File: src/rtl/keypad_pkg.sv
// Shared types and constants for the matrix keypad emulator.
package keypad_pkg;

  typedef enum logic [2:0] {
    ST_IDLE,
    ST_BOUNCE_IN,
    ST_HOLD,
    ST_BOUNCE_OUT,
    ST_GAP
  } state_t;

  // Row returns float high when no key connects them to a strobed column.
  localparam logic [3:0] ROWS_IDLE = 4'hF;

  typedef struct packed {
    logic [1:0] row;
    logic [1:0] col;
  } key_pos_t;

  // Physical (row,col) of each hex key code on the 4x4 matrix; * is 0xE, # is 0xF.
  function automatic key_pos_t key_to_pos(input logic [3:0] key);
    key_pos_t p;
    p = '0;
    case (key)
      4'h1: p = {2'd0, 2'd0};
      4'h2: p = {2'd0, 2'd1};
      4'h3: p = {2'd0, 2'd2};
      4'hA: p = {2'd0, 2'd3};
      4'h4: p = {2'd1, 2'd0};
      4'h5: p = {2'd1, 2'd1};
      4'h6: p = {2'd1, 2'd2};
      4'hB: p = {2'd1, 2'd3};
      4'h7: p = {2'd2, 2'd0};
      4'h8: p = {2'd2, 2'd1};
      4'h9: p = {2'd2, 2'd2};
      4'hC: p = {2'd2, 2'd3};
      4'hE: p = {2'd3, 2'd0};
      4'h0: p = {2'd3, 2'd1};
      4'hF: p = {2'd3, 2'd2};
      4'hD: p = {2'd3, 2'd3};
      default: p = '0;
    endcase
    return p;
  endfunction

endpackage

File: src/rtl/keypad_emulator_tick_gen.sv
// Timing prescaler: one-cycle tick every TICK_DIV clocks, realigned by restart.
module tick_gen #(
  parameter int TICK_DIV = 500
) (
  input  logic clk,
  input  logic Reset,
  input  logic restart,
  output logic tick
);

  localparam int DIV = (TICK_DIV < 1) ? 1 : TICK_DIV;
  localparam int W = (DIV > 1) ? $clog2(DIV) : 1;
  localparam logic [W-1:0] LAST = W'(DIV - 1);

  logic [W-1:0] cnt;

  // Count 0..DIV-1; restart zeroes it so the first tick lands DIV cycles later.
  always_ff @(posedge clk) begin
    if (!Reset || restart) begin
      cnt <= '0;
    end else if (cnt == LAST) begin
      cnt <= '0;
    end else begin
      cnt <= cnt + W'(1);
    end
  end

  assign tick = (cnt == LAST);

endmodule

File: src/rtl/keypad_emulator.sv
// Passive 4x4 keypad emulator: plays one bouncing key press per command
// back to a column-scanning reader.
module keypad_emulator
  import keypad_pkg::*;
#(
  parameter int TICK_DIV       = 500,
  parameter int BOUNCE_TOGGLES = 3,
  parameter int BOUNCE_TICKS   = 2,
  parameter int GAP_TICKS      = 4
) (
  input  logic        CLOCK_50,
  input  logic        Reset,
  input  logic        cmd_valid,
  output logic        cmd_ready,
  input  logic [3:0]  cmd_key,
  input  logic [15:0] cmd_hold,
  input  logic [3:0]  cols,
  output logic [3:0]  rows,
  output logic        busy,
  output logic        done
);

  localparam logic [15:0] BT_LAST  = 16'(((BOUNCE_TICKS < 1) ? 1 : BOUNCE_TICKS) - 1);
  localparam logic [15:0] TOG_LAST = 16'(BOUNCE_TOGGLES - 1);
  localparam logic [15:0] GAP_LAST = 16'(GAP_TICKS - 1);
  localparam bit SKIP_BOUNCE = (BOUNCE_TOGGLES == 0);
  localparam bit SKIP_GAP    = (GAP_TICKS == 0);

  state_t      state;
  logic [3:0]  key_r;
  logic [15:0] hold_r;
  logic [15:0] phase_cnt;
  logic [15:0] toggle_cnt;
  logic        second_half;
  logic        tick;
  logic        accept;
  logic        contact;
  key_pos_t    pos;
  logic        col_ok;
  logic [1:0]  col_sel;
  logic [3:0]  rows_next;

  assign accept = cmd_valid && cmd_ready;

  tick_gen #(.TICK_DIV(TICK_DIV)) u_tick (
    .clk     (CLOCK_50),
    .Reset   (Reset),
    .restart (accept),
    .tick    (tick)
  );

  // Press sequencer: accept, bounce in, hold, bounce out, release gap, done.
  always_ff @(posedge CLOCK_50) begin
    if (!Reset) begin
      state       <= ST_IDLE;
      cmd_ready   <= 1'b1;
      busy        <= 1'b0;
      done        <= 1'b0;
      key_r       <= '0;
      hold_r      <= '0;
      phase_cnt   <= '0;
      toggle_cnt  <= '0;
      second_half <= 1'b0;
    end else begin
      done <= 1'b0;
      unique case (state)
        ST_IDLE: begin
          if (accept) begin
            key_r       <= cmd_key;
            hold_r      <= (cmd_hold == 16'd0) ? 16'd1 : cmd_hold;
            phase_cnt   <= '0;
            toggle_cnt  <= '0;
            second_half <= 1'b0;
            cmd_ready   <= 1'b0;
            busy        <= 1'b1;
            state       <= SKIP_BOUNCE ? ST_HOLD : ST_BOUNCE_IN;
          end
        end
        // Both bounce states share the half-phase/toggle counting; only the
        // contact polarity of each half differs (see contact decode).
        ST_BOUNCE_IN, ST_BOUNCE_OUT: begin
          if (tick) begin
            if (phase_cnt != BT_LAST) begin
              phase_cnt <= phase_cnt + 16'd1;
            end else begin
              phase_cnt   <= '0;
              second_half <= ~second_half;
              if (second_half) begin
                if (toggle_cnt != TOG_LAST) begin
                  toggle_cnt <= toggle_cnt + 16'd1;
                end else begin
                  toggle_cnt <= '0;
                  if (state == ST_BOUNCE_IN) begin
                    state <= ST_HOLD;
                  end else if (SKIP_GAP) begin
                    state     <= ST_IDLE;
                    done      <= 1'b1;
                    cmd_ready <= 1'b1;
                    busy      <= 1'b0;
                  end else begin
                    state <= ST_GAP;
                  end
                end
              end
            end
          end
        end
        ST_HOLD: begin
          if (tick) begin
            if (phase_cnt != hold_r - 16'd1) begin
              phase_cnt <= phase_cnt + 16'd1;
            end else begin
              phase_cnt <= '0;
              if (!SKIP_BOUNCE) begin
                state <= ST_BOUNCE_OUT;
              end else if (SKIP_GAP) begin
                state     <= ST_IDLE;
                done      <= 1'b1;
                cmd_ready <= 1'b1;
                busy      <= 1'b0;
              end else begin
                state <= ST_GAP;
              end
            end
          end
        end
        ST_GAP: begin
          if (tick) begin
            if (phase_cnt != GAP_LAST) begin
              phase_cnt <= phase_cnt + 16'd1;
            end else begin
              phase_cnt <= '0;
              state     <= ST_IDLE;
              done      <= 1'b1;
              cmd_ready <= 1'b1;
              busy      <= 1'b0;
            end
          end
        end
        default: state <= ST_IDLE;
      endcase
    end
  end

  // Contact is closed throughout HOLD, in the first half of each bounce-in
  // toggle and in the second half of each bounce-out toggle.
  assign contact = (state == ST_HOLD) ||
                   ((state == ST_BOUNCE_IN)  && !second_half) ||
                   ((state == ST_BOUNCE_OUT) &&  second_half);

  assign pos = key_to_pos(key_r);

  // Decode the strobed column; anything but a single low bit selects nothing.
  always_comb begin
    col_ok  = 1'b1;
    col_sel = 2'd0;
    case (cols)
      4'b0111: col_sel = 2'd0;
      4'b1011: col_sel = 2'd1;
      4'b1101: col_sel = 2'd2;
      4'b1110: col_sel = 2'd3;
      default: col_ok  = 1'b0;
    endcase
  end

  // Pull the key's row low when its column is strobed and contact is closed.
  always_comb begin
    rows_next = ROWS_IDLE;
    if (contact && col_ok && (col_sel == pos.col)) begin
      rows_next[~pos.row] = 1'b0;
    end
  end

  // Register the row returns.
  always_ff @(posedge CLOCK_50) begin
    if (!Reset) begin
      rows <= ROWS_IDLE;
    end else begin
      rows <= rows_next;
    end
  end

endmodule

File: config.mk
export PLATFORM = sky130hd
export DESIGN_NAME = keypad_emulator
export DESIGN_NICKNAME = d
export VERILOG_FILES = /design/src/rtl/keypad_pkg.sv /design/src/rtl/keypad_emulator_tick_gen.sv /design/src/rtl/keypad_emulator.sv
export SDC_FILE = /design/constraint.sdc
export NUM_CORES = 1
export LEC_CHECK = 0
export CAP_MARGIN = 40
export CORE_ASPECT_RATIO = 0.9
export CORE_MARGIN = 1.5
export CORE_UTILIZATION = 40
export DETAILED_ROUTE_END_ITERATION = 10
export GPL_TIMING_DRIVEN = 0
export PLACE_DENSITY_LB_ADDON = 0.08
export SYNTH_ARGS = -nofsm -noshare
export SYNTH_HDL_FRONTEND = slang
export SYNTH_SLANG_ARGS = --single-unit
File: constraint.sdc
create_clock -name CLOCK_50 -period 5.6 [get_ports CLOCK_50]
set_input_delay 1.12 -clock CLOCK_50 [delete_from_list [all_inputs] [get_ports CLOCK_50]]
set_output_delay 1.12 -clock CLOCK_50 [all_outputs]
set_load 0.05 [all_outputs]
==> Word level (Yosys, flattened, before mapping) <==
Memories as Yosys holds them, arrays and structs flattened. A register that Yosys moved wholly into a read port is not among the register bits.
Index checks and enable logic that the tools add are counted.
{ "totals": {"ff_bits": 72, "romBits": 64, "input_bits": 27, "out_inout_bits": 7, "elab_cells": 114, "memories": 1} }
{ "memory_table": {"columns": ["name", "words", "width", "rd", "rd_ports_with_merged_regs", "wr", "line", "text"], "rows": [
  ["(no name shown)", 16, 4, 1, 1, 0, "keypad_pkg.sv:24", "case (key)"]
]} }
{ "classes": {"addsub": 4, "n_lt_le_gt_ge": 2, "n_eq_ne": 23, "muxes": 43, "bitwise_logic": 3, "n_reduce_logical": 27} }
{ "op_table": {"columns": ["op", "n"], "rows": [
  ["$mux 16", 12],
  ["$pmux 16 s4", 1],
  ["$add 16x1->16 const B", 2],
  ["$ne 16x2->1 const B", 2],
  ["$pmux 16 s2", 1],
  ["$mux 3", 10],
  ["$logic_not 16->1", 1],
  ["$ne 16x1->1 const B", 1],
  ["$ne 16x16->1", 1],
  ["$ne 2x2->1 const B", 8],
  ["$sub 16x1->16 const B", 1],
  ["$eq 4x4->1 const B", 3],
  ["$pmux 3 s4", 1],
  ["$mux 1", 11],
  ["$reduce_and 5->1", 2],
  ["$add 9x1->9 const B", 1],
  ["$eq 9x9->1 const B", 1],
  ["$reduce_and 9->1", 1],
  ["$mux 4", 2],
  ["$reduce_and 4->1", 2],
  ["$eq 3x2->1 const B", 2],
  ["$logic_and 1x1->1", 6],
  ["$pmux 1 s2", 3],
  ["$pmux 2 s3", 1],
  ["other kinds (20)", 26]
]} }

==> Logic depth before layout (Yosys ltp) <==
{ "logic_depth": {"ltp_word": 7, "ltp_mapped": 10, "depth_no_buf": 9} }

==> Cells and area by module <==
A second synthesis with hierarchy kept.
{ "unflattened": {"cells_unflattened": 544, "area_unflattened_um2": 4311.6} }
{ "by_module_without_submodules": {"columns": ["module", "n_inst", "cells_per_inst", "area_each_um2", "seq_area_each_um2"], "rows": [
  ["keypad_emulator", 1, 498, 3885.0, 1341.3],
  ["tick_gen", 1, 46, 426.7, 180.2]
]} }

==> Least setup slack after synthesis <==
Ideal clock, no wire load.
{ "synth_timing": {"path_type": "input -> register", "from": "input port cmd_valid", "to": "register toggle_cnt[0]", "setup_ns": 0.128, "arrival_time_ns": 2.493, "required_ns": 5.472, "setup_slack_ns": 2.980, "cell_stages": 8, "path_buffers": 2, "cell_sequence": "nand2_1 > nor3_2 > a31oi_1 > or2_0 > clkbuf_1 > o21ai_1 > clkbuf_1 > nor2_1"} }
{ "synth_between": {"elab_chain_len": 3} }
{ "synth_rtl": {"columns": ["element", "line", "text"], "rows": [
  ["start, declared", "keypad_emulator.sv:13", "input logic cmd_valid,"],
  ["$logic_and 1x1->1", "keypad_emulator.sv:43", "assign accept = cmd_valid && cmd_ready;"],
  ["$ne 2x1->1 (no line)", null, null],
  ["$reduce_and 5->1 (no line)", null, null],
  ["end signal, assigned", "keypad_emulator.sv:90", "toggle_cnt <= toggle_cnt + 16'd1;"],
  ["end, declared", "keypad_emulator.sv:33", "logic [15:0] toggle_cnt;"]
]} }
No other way between the ends.
A chain may end at the register's enable or synchronous reset.

==> Worst setup path after layout <==
{ "layout_timing": {"from": "input port cmd_valid", "to": "register toggle_cnt[2]"} }
The elaborated chain is that of the path after synthesis.

==> results.sh <==
export IMPL_status="complete, no violations"
export IMPL_drive_gt1_frac=0.0574
export IMPL_grt_pass1_vias=3408
export IMPL_die_height_um=98.3
export IMPL_place_inst=650
export IMPL_p_leak_nw=1.69
export IMPL_fmax_ghz=0.301
export IMPL_die_x_um=109
export IMPL_ctsResizeCount=0
export IMPL_ys_ff_latch=76
export IMPL_avgSynthCellArea_sq_um=8.22
export IMPL_slowest_delay_ns=0.48
export IMPL_r2r_setup_slack_ns=2.70
export IMPL_synth_edf_count=0
export IMPL_grt_pass1_wl_um=16100
export IMPL_place_hpwl_um=7270
export IMPL_dr_pass1_iters=4
export IMPL_cpMostUsedCell="clkbuf_1"
export IMPL_fin_cells=666
export IMPL_first_iter_violations=194
export IMPL_ant_nets=0
export IMPL_wl_um=9660
export IMPL_yosysSeqAreaShare=0.377
export IMPL_yosysTopAreaCellShare=0.377
export IMPL_hold_viol=0
export IMPL_path_cells="clkdlybuf4s50_1, nand2_1, nor3_2, a31oi_1, or2_0, clkbuf_1, o21ai_1, clkbuf_1, nor2_1"
export IMPL_design_area_sq_um=4750
export IMPL_cts_root_buf="clkbuf_8"
export IMPL_clk_pin_slew_ns=0.08
export IMPL_synth_top_area_cell="dfxtp_1"
export IMPL_tightest_slew_ns=0.866
export IMPL_synth_main_ff_cell="dfxtp_1"
export IMPL_antenna_found_initial=0
export IMPL_core_sq_um=9740
export IMPL_worstPathRequired_ns=5.83
export IMPL_cts_tree="yes"
export IMPL_wl_per_cell_um=14.5
export IMPL_vias_per_cell=5.37
export IMPL_finalNetCount=568
export IMPL_cts_path_max_buffers=2
export IMPL_ioPinCount=34
export IMPL_start_kind="input pin"
export IMPL_post_route_period_util=0.594
export IMPL_cts_htree_levels=3
export IMPL_crit_type="in2reg"
export IMPL_routed_via_count=3576
export IMPL_slew_headroom=0.421
export IMPL_die_area_sq_um=10700
export IMPL_power_mw=1.79
export IMPL_synth_nets=524
export IMPL_drv_slew=0
export IMPL_critPathSlowestCell="clkdlybuf4s50_1"
export IMPL_hold_depth=1
export IMPL_hold_end="rows[2]"
export IMPL_holdWs_ns=0.410
export IMPL_syn2layout_area_growth_pct=17.6
export IMPL_clk_insertion_delay_late_ns=0.36
export IMPL_synth_top_cells_by_count="dfxtp_1 (76), nand2_1 (63), nor2_1 (46)"
export IMPL_period_needed_ns=3.33
export IMPL_r2r_end="phase_cnt[14]"
export IMPL_cts_inserted_buffers=9
export IMPL_track_usage=0.191
export IMPL_arrival_ns=3.56
export IMPL_peakVddDrop_v=0.000199
export IMPL_syn_inst=491
export IMPL_hold_path_class="reg2reg"
export IMPL_gr_total_overflow=0
export IMPL_post_cts_buffers=0
export IMPL_hold_buffers=0
export IMPL_synth_most_common_cell="dfxtp_1"
export IMPL_start_util=0.414
export IMPL_ys_warn_count=0
export IMPL_n_fill_cell=975
export IMPL_io_buffers=33
export IMPL_yosys_cell_types_count=59
export IMPL_hold_path_startpoint="pos[2]"
export IMPL_fp_row_count=34
export IMPL_drc_errors=0
export IMPL_gp_congestion=0.872
export IMPL_rsz0062_at_grt="no"
export IMPL_power_density_cell_area_nw_per_um2=376
export IMPL_ys_async_sr_fraction=0
export IMPL_skew_ns=0.00982
export IMPL_drv_cap=0
export IMPL_synth_top_cells_by_area="dfxtp_1 (38%), xor2_1 (6.7%), nand2_1 (5.9%)"
export IMPL_rr_worst_depth=10
export IMPL_synth_area_sq_um=4040
export IMPL_finalSetupViolCount=0
export IMPL_endpoint_kind="flop"
export IMPL_insertedDiodeCount=0
export IMPL_worstReg2RegStart="hold_r[0]"
export IMPL_clock_sinks=76
export IMPL_cp_max_fo=10
export IMPL_tns_ns=0
export IMPL_dpl_cell_area_sq_um=4520
export IMPL_grt_max_degree=13
[worst max-delay path, delay by kind of cell]
kind / cells / cell delay (ns)
buffers and inverters: 3 / 1.06
AO/OA/AOI/OAI: 2 / 0.56
AND/OR/NAND/NOR: 4 / 0.81
[layout by cell type (no fill, tap or decap), types with 3 or more instances in the layout]
| cell | n |
|---|---|
| dfxtp_1 | 76 |
| nand2_1 | 63 |
| nor2_1 | 46 |
| clkdlybuf4s50_1 | 33 |
| a21oi_1 | 32 |
| xor2_1 | 31 |
| xnor2_1 | 26 |
| nand3_1 | 21 |
| a211oi_1 | 19 |
| clkbuf_1 | 17 |
| nor3_1 | 14 |
| inv_1 | 13 |
| nor4_1 | 13 |
| clkbuf_8 | 13 |
| and3_1 | 9 |
| and4_1 | 9 |
| nand4_1 | 8 |
| o21ai_0 | 8 |
| a31oi_1 | 7 |
| nand2b_1 | 6 |
| ha_1 | 6 |
| or3_1 | 5 |
| and2_1 | 5 |
| mux2i_1 | 4 |
| buf_1 | 3 |
| nor2b_1 | 3 |
| or2_2 | 3 |
| o22ai_1 | 3 |
[layer usage]
metal | GRT usage | vias up | part of all wire
met2 | 0.308 | 52 | 0.46
met5 | 0 | - | 0
li1 | - | 1830 | -
met1 | 0.252 | 1683 | 0.49
met3 | 0.0407 | 11 | 0.041
met4 | 0.0668 | 0 | 0.012
[flip-flops by register name, summed over array words and instances (netlist names)]
register,cells
toggle_cnt,16
u_tick.cnt,9
cmd_ready,1
state,3
done,1
rows,4
phase_cnt,16
second_half,1
key_r,4
hold_r,16
pos,4
busy,1
[cells by family (layout without fill, tap and decap cells)]
family / count (synthesis) / count (layout) / share of synthesized area
AO/OA/AOI/OAI: 91 / 91 / 0.149
XOR/XNOR: 57 / 57 / 0.124
adder cells (fa/ha/maj): 6 / 6 / 0.0186
buffers and inverters: 37 / 86 / 0.0387
AND/OR/NAND/NOR: 220 / 220 / 0.283
flip-flops: 76 / 76 / 0.377
multiplexers: 4 / 4 / 0.00992
[power breakdown]
group | total, mW | internal, mW | leakage (nW) | switching [mW]
logic | 0.664 | 0.266 | 0.965 | 0.398
clock network | 0.459 | 0.254 | 0.112 | 0.205
registers | 0.663 | 0.602 | 0.617 | 0.0615
[area by class of cell]
cell class,instances,area [sq um],share of cell area
multi-input combinational,378,2360,0.497
sequential,76,1520,0.321
timing repair buffer,33,330,0.0696
clock buffer,13,179,0.0377
tap,126,158,0.0332
buffer,24,108,0.0227
inverter,13,48.8,0.0103
clock inverter,3,42.5,0.00896
[how the worst max path moves through the flow]
stage	from	end
2_1_floorplan	cmd_valid	toggle_cnt[0]
3_3_place_gp	cmd_valid	toggle_cnt[14]
3_5_place_dp	cmd_valid	toggle_cnt[0]
4_1_cts	cmd_valid	toggle_cnt[2]
5_1_grt	cmd_valid	toggle_cnt[13]
6_report	cmd_valid	toggle_cnt[2]
[per-stage QoR]
stage,util,setup WS (ns)
global route,0.487,2.07
detailed placement,0.464,1.89
floorplan,-,2.98
global placement,0.464,1.89
CTS,0.487,2.28
finish,0.487,2.27
(Power assumes the default switching activity.)
